--- config.mk ---
export PLATFORM = sky130hd
export DESIGN_NAME = uart_fifo_bridge
export DESIGN_NICKNAME = d
export VERILOG_FILES = /design/src/rtl/uart_bridge_pkg.sv /design/src/rtl/uart_fifo_bridge_sync_fifo.sv /design/src/rtl/uart_fifo_bridge.sv
export SDC_FILE = /design/constraint.sdc
export NUM_CORES = 1
export LEC_CHECK = 0
export ABC_AREA = 1
export CAP_MARGIN = 20
export CORE_ASPECT_RATIO = 1.4
export CORE_MARGIN = 4
export CORE_UTILIZATION = 35
export DETAILED_ROUTE_END_ITERATION = 12
export GPL_TIMING_DRIVEN = 0
export SETUP_SLACK_MARGIN = 0.3
export SKIP_CTS_REPAIR_TIMING = 1
export SYNTH_ARGS = -nofsm -noshare
export SYNTH_HDL_FRONTEND = slang
export SYNTH_SLANG_ARGS = --single-unit
export TNS_END_PERCENT = 50
--- constraint.sdc ---
create_clock -name clk -period 2.7 [get_ports clk]
set_input_delay 0.405 -clock clk [delete_from_list [all_inputs] [get_ports clk]]
set_output_delay 0.405 -clock clk [all_outputs]
set_load 0.01 [all_outputs]
--- src/rtl/uart_bridge_pkg.sv ---
// Shared definitions for the buffered UART MMIO bridge: status bit
// positions, register offsets, default queue geometry and a small
// address decode helper used by the CPU-side load/store logic.
package uart_bridge_pkg;

    localparam int DEFAULT_DEPTH  = 16;
    localparam int DEFAULT_DWIDTH = 8;

    localparam int STAT_TX_READY_BIT = 0;
    localparam int STAT_RX_VALID_BIT = 1;
    localparam int STAT_OVERFLOW_BIT = 2;

    localparam logic [3:0] UART_STATUS_OFFSET  = 4'h0;
    localparam logic [3:0] UART_RX_DATA_OFFSET = 4'h4;
    localparam logic [3:0] UART_TX_DATA_OFFSET = 4'h8;

    typedef enum logic [1:0] {
        UART_REG_STATUS,
        UART_REG_RX_DATA,
        UART_REG_TX_DATA,
        UART_REG_NONE
    } uart_reg_e;

    // Map a word offset inside the UART window to the register it selects.
    function automatic uart_reg_e decode_offset(input logic [3:0] offset);
        uart_reg_e sel;
        case (offset)
            UART_STATUS_OFFSET:  sel = UART_REG_STATUS;
            UART_RX_DATA_OFFSET: sel = UART_REG_RX_DATA;
            UART_TX_DATA_OFFSET: sel = UART_REG_TX_DATA;
            default:             sel = UART_REG_NONE;
        endcase
        return sel;
    endfunction

    // Assemble the status register bits from the individual flags.
    function automatic logic [2:0] pack_status(input logic tx_ready,
                                               input logic rx_valid,
                                               input logic overflow);
        logic [2:0] s;
        s = '0;
        s[STAT_TX_READY_BIT] = tx_ready;
        s[STAT_RX_VALID_BIT] = rx_valid;
        s[STAT_OVERFLOW_BIT] = overflow;
        return s;
    endfunction

endpackage

--- src/rtl/uart_fifo_bridge_sync_fifo.sv ---
// sync_fifo: single-clock circular-buffer queue with first-word
// fall-through head, registered occupancy count and full/empty derived
// only from that count. A push is taken when not full, or when a pop
// frees a slot in the same cycle.
module sync_fifo
    import uart_bridge_pkg::*;
#(
    parameter int DEPTH  = DEFAULT_DEPTH,
    parameter int DWIDTH = DEFAULT_DWIDTH
) (
    input  logic                     clk,
    input  logic                     rst,
    input  logic                     push_req,
    input  logic [DWIDTH-1:0]        push_data,
    input  logic                     pop_req,
    output logic [DWIDTH-1:0]        head_data,
    output logic                     full,
    output logic                     empty,
    output logic [$clog2(DEPTH):0]   count
);

    localparam int AW = $clog2(DEPTH);
    localparam int CW = AW + 1;

    logic [DWIDTH-1:0] mem [DEPTH];
    logic [AW-1:0]     rd_ptr;
    logic [AW-1:0]     wr_ptr;
    logic [CW-1:0]     cnt;
    logic              do_push;
    logic              do_pop;

    assign full      = (cnt == CW'(DEPTH));
    assign empty     = (cnt == '0);
    assign count     = cnt;
    assign head_data = mem[rd_ptr];
    assign do_pop    = pop_req && !empty;
    assign do_push   = push_req && (!full || do_pop);

    // Storage array: written on accepted pushes, never reset.
    always_ff @(posedge clk) begin
        if (do_push) begin
            mem[wr_ptr] <= push_data;
        end
    end

    // Pointers wrap naturally at DEPTH; the count tracks net occupancy.
    always_ff @(posedge clk) begin
        if (rst) begin
            rd_ptr <= '0;
            wr_ptr <= '0;
            cnt    <= '0;
        end else begin
            if (do_push) begin
                wr_ptr <= wr_ptr + AW'(1);
            end
            if (do_pop) begin
                rd_ptr <= rd_ptr + AW'(1);
            end
            case ({do_push, do_pop})
                2'b10:   cnt <= cnt + CW'(1);
                2'b01:   cnt <= cnt - CW'(1);
                default: cnt <= cnt;
            endcase
        end
    end

endmodule

--- src/rtl/uart_fifo_bridge.sv ---
// uart_fifo_bridge: buffers CPU stores toward the UART transmitter and
// UART received bytes toward CPU loads, and keeps a sticky flag for
// stores dropped at a full TX queue.
// Build option UART_RX_FIFO_EN: when defined the RX side gets its own
// queue; otherwise the RX path is a direct wire-through.
module uart_fifo_bridge
    import uart_bridge_pkg::*;
#(
    parameter int DEPTH  = DEFAULT_DEPTH,
    parameter int DWIDTH = DEFAULT_DWIDTH
) (
    input  logic                     clk,
    input  logic                     rst,
    input  logic [DWIDTH-1:0]        cpu_tx_data,
    input  logic                     cpu_tx_valid,
    output logic                     cpu_tx_ready,
    output logic [DWIDTH-1:0]        uart_tx_data,
    output logic                     uart_tx_valid,
    input  logic                     uart_tx_ready,
    input  logic [DWIDTH-1:0]        uart_rx_data,
    input  logic                     uart_rx_valid,
    output logic                     uart_rx_ready,
    output logic [DWIDTH-1:0]        cpu_rx_data,
    output logic                     cpu_rx_valid,
    input  logic                     cpu_rx_pop,
    output logic [$clog2(DEPTH):0]   tx_count,
    output logic [$clog2(DEPTH):0]   rx_count,
    output logic                     tx_overflow,
    input  logic                     ovf_clr
);

    localparam int CW = $clog2(DEPTH) + 1;

    logic tx_full;
    logic tx_empty;
    logic tx_pop;
    logic tx_drop;
    logic ovf_q;

    sync_fifo #(
        .DEPTH  (DEPTH),
        .DWIDTH (DWIDTH)
    ) u_tx_fifo (
        .clk       (clk),
        .rst       (rst),
        .push_req  (cpu_tx_valid),
        .push_data (cpu_tx_data),
        .pop_req   (uart_tx_ready),
        .head_data (uart_tx_data),
        .full      (tx_full),
        .empty     (tx_empty),
        .count     (tx_count)
    );

    assign cpu_tx_ready  = !tx_full;
    assign uart_tx_valid = !tx_empty;
    assign tx_pop        = uart_tx_valid && uart_tx_ready;
    assign tx_drop       = cpu_tx_valid && tx_full && !tx_pop;
    assign tx_overflow   = ovf_q;

    // Sticky overflow: a new drop takes priority over a clear request.
    always_ff @(posedge clk) begin
        if (rst) begin
            ovf_q <= 1'b0;
        end else if (tx_drop) begin
            ovf_q <= 1'b1;
        end else if (ovf_clr) begin
            ovf_q <= 1'b0;
        end
    end

`ifdef UART_RX_FIFO_EN
    logic rx_full;
    logic rx_empty;

    sync_fifo #(
        .DEPTH  (DEPTH),
        .DWIDTH (DWIDTH)
    ) u_rx_fifo (
        .clk       (clk),
        .rst       (rst),
        .push_req  (uart_rx_valid && uart_rx_ready),
        .push_data (uart_rx_data),
        .pop_req   (cpu_rx_pop),
        .head_data (cpu_rx_data),
        .full      (rx_full),
        .empty     (rx_empty),
        .count     (rx_count)
    );

    assign uart_rx_ready = !rx_full;
    assign cpu_rx_valid  = !rx_empty;
`else
    assign cpu_rx_data   = uart_rx_data;
    assign cpu_rx_valid  = uart_rx_valid;
    assign uart_rx_ready = cpu_rx_pop;
    assign rx_count      = {{(CW-1){1'b0}}, uart_rx_valid};
`endif

endmodule

==> metrics.cfg <==
[global_route]
overflow=0
grt_pass1_vias=4349
grt_pass1_wl_um=24000
grt_max_degree=17
antenna_found_initial=0
grt_use_total_pct=15.9

[floorplanning]
fp.dieH_um=168
rows=58
initial_core_util_pct=35.7
die_x_um=123
num_io_pins=54
die_area_sq_mm=0.0206
core_area_sq_mm=0.0180

[clocking]
clock_latency_ns=0.43
htreeDepth=4
clockBufferDepth=2
clockRootBuffer=clkbuf_16
cts_buffers=17
cts.sinks=146
path_clk_slew_ns=0.06
cts_tree=done

[drt]
postRouteAntennaNets=0
vias=4407
wl_per_cell_um=17.6
drt_pass1_iterations=5
drc=0
avgViaCountPerCell=4.90
wl_um=15800
drtIter0Drc=414

[cells_and_area]
syn_to_final_growth_pct=22.1
layout_commonest_cell=edfxtp_1
regArea_sq_mm=0.00420
final_cell_mix=edfxtp_1, inv_1, nand2_1
multi_input_area_sq_mm=0.00164
fillers=1757
nNetsFinal=678
drive_above_1_share_pct=15.5
finish.instance_area_sq_mm=0.00785
diodes=0

[worst_setup_path]
cp.required_ns=2.30
reg2regPathDepth=6
worstPathArrival_ns=2.24
cp-start-kind=flip-flop
crit_type=reg -> out
timing.rr.start=u_tx_fifo.count[1]$_SDFFE_PP0P_
crit_fanout=10
r2r_slack_ns=0.43
critical_path.endpoint_type=primary output
rr_endpoint=u_tx_fifo.mem[14][2]$_DFFE_PP_

[outcome]
status=completed

[synthesis]
seq_area_frac_synth_pct=65.4
syn_area_sq_mm=0.00643
synth-seq-cells=146
yosysWarnings=0
ys_types=28
syn_area_per_cell_sq_um=11.2
synth_cells=574

[worst_hold_path]
whs_path_depth=2
min_from=rst
min_to=u_tx_fifo.count[0]$_SDFFE_PP0P_
min_path_type=in -> reg

[timing]
holdWs_ns=0.369
fin_crit_ns=2.65
setup_viol=0
worst_slack_ns=0.0524
max_freq_mhz=378
relSlewSlack_pct=34.4
finClkSkew_ns=0.0101
fin_crit_sh_pct=98.1
hold_viol_final=0
rsz0062_at_grt=true
tightest_slew_ns=0.977
slew_violations=0

[flow_run]
cap_violations=0

[place]
postPlaceCellArea_sq_mm=0.00716
io_buffer_count=38
hpwl_um=11200
gp_congestion=0.944
preCtsSetupSlack_ns=-0.102

[power_and_ir_drop]
total_power_uw=6930
p_leak_uw=0.00303
pwr_density_cell_mw_per_mm2=882
ir_drop_mv=0.508

## kinds of logic (layout without fill, tap and decap cells)
group	count (synthesis)	count (layout)	synth area share (%)
AO/OA/AOI/OAI	114	114	11.0
XOR/XNOR	6	6	0.817
adder cells (fa/ha/maj)	9	9	1.75
buffers and inverters	136	218	9.77
flip-flops	146	146	65.4
other	1	4	0.0583
AND/OR/NAND/NOR	162	162	11.2
## stage by stage
stage               std cells  util, %   TNS, ns
global placement          855     39.6     -3.00
global route              899     43.6  -0.00318
CTS                       895     43.0    -0.677
finish                    899     43.6         0
floorplan                 577        -         0
detailed placement        863     39.8    -0.187
## area by class of cell
type / count / area share [%]
Tap cell: 240 / 3.82
Clock buffer: 17 / 5.42
Clock inverter: 15 / 1.99
Inverter: 92 / 4.40
Buffer: 44 / 4.03
Multi-Input combinational cell: 295 / 20.8
Timing Repair Buffer: 50 / 5.96
Sequential cell: 146 / 53.5
## cell usage after synthesis, drive strengths merged
cell / number / area share (%)
a21oi: 43 / 3.4
buf: 38 / 4.0
clkbuf: 6 / 0.35
conb: 1 / 0.058
dfxtp: 18 / 5.6
edfxtp: 128 / 60
ha: 9 / 1.8
inv: 92 / 5.4
nand2: 71 / 4.2
nand3: 60 / 4.7
nand3b: 1 / 0.12
nand4: 1 / 0.19
nor2: 17 / 1.1
nor3: 12 / 0.93
o211ai: 32 / 4.5
o21ai: 38 / 3.0
o21bai: 1 / 0.12
xnor2: 2 / 0.27
xor2: 4 / 0.54
## state kept, by name (all words and copies together), names as in the netlist, named ones only
| name | count |
|---|---|
| u_tx_fifo.count | 5 |
| tx_overflow | 1 |
| u_tx_fifo.rd_ptr | 4 |
| u_tx_fifo.wr_ptr | 4 |
| u_tx_fifo.mem | 128 |
## routing by layer
layer / GRT usage (%) / part of all wire [%] / vias to the layer above
met5: 0 / 0 / -
met4: 7.50 / 3.8 / 0
met3: 3.66 / 6.4 / 35
met2: 27.7 / 51 / 165
met1: 18.3 / 38 / 2090
li1: - / - / 2117
## report_power, final
group | leakage [uW] | total [uW] | switching (uW) | internal (uW)
Clock | 0.000275 | 2290 | 926 | 1360
Sequential | 0.00130 | 2640 | 82.6 | 2560
Combinational | 0.00145 | 2000 | 1220 | 782
## how the worst max path moves through the flow
| stage | slack, ns | endpoint | start |
|---|---|---|---|
| 2_1_floorplan | 0.60 | u_tx_fifo.count[2]$_SDFFE_PP0P_ | u_tx_fifo.count[0]$_SDFFE_PP0P_ |
| 3_3_place_gp | -0.11 | u_tx_fifo.mem[14][7]$_DFFE_PP_ | uart_tx_ready |
| 3_5_place_dp | -0.10 | u_tx_fifo.count[4]$_SDFFE_PP0P_ | uart_tx_ready |
| 4_1_cts | -0.11 | uart_tx_data[1] | flip-flop |
| 5_1_grt | -0.003 | uart_tx_data[1] | flip-flop |
| 6_report | 0.05 | uart_tx_data[1] | flip-flop |
## critical path, stage by stage, from the launching register on
cell and delay [ns]:
dfxtp_1 0.32, buf_6 0.15, buf_4 0.19, a21oi_1 0.17, o21ai_1 0.14, nand3_1 0.10, nand3_1 0.11, nand2_1 0.10
clkdlybuf4s50_1 0.53
(Power assumes the default switching activity.)
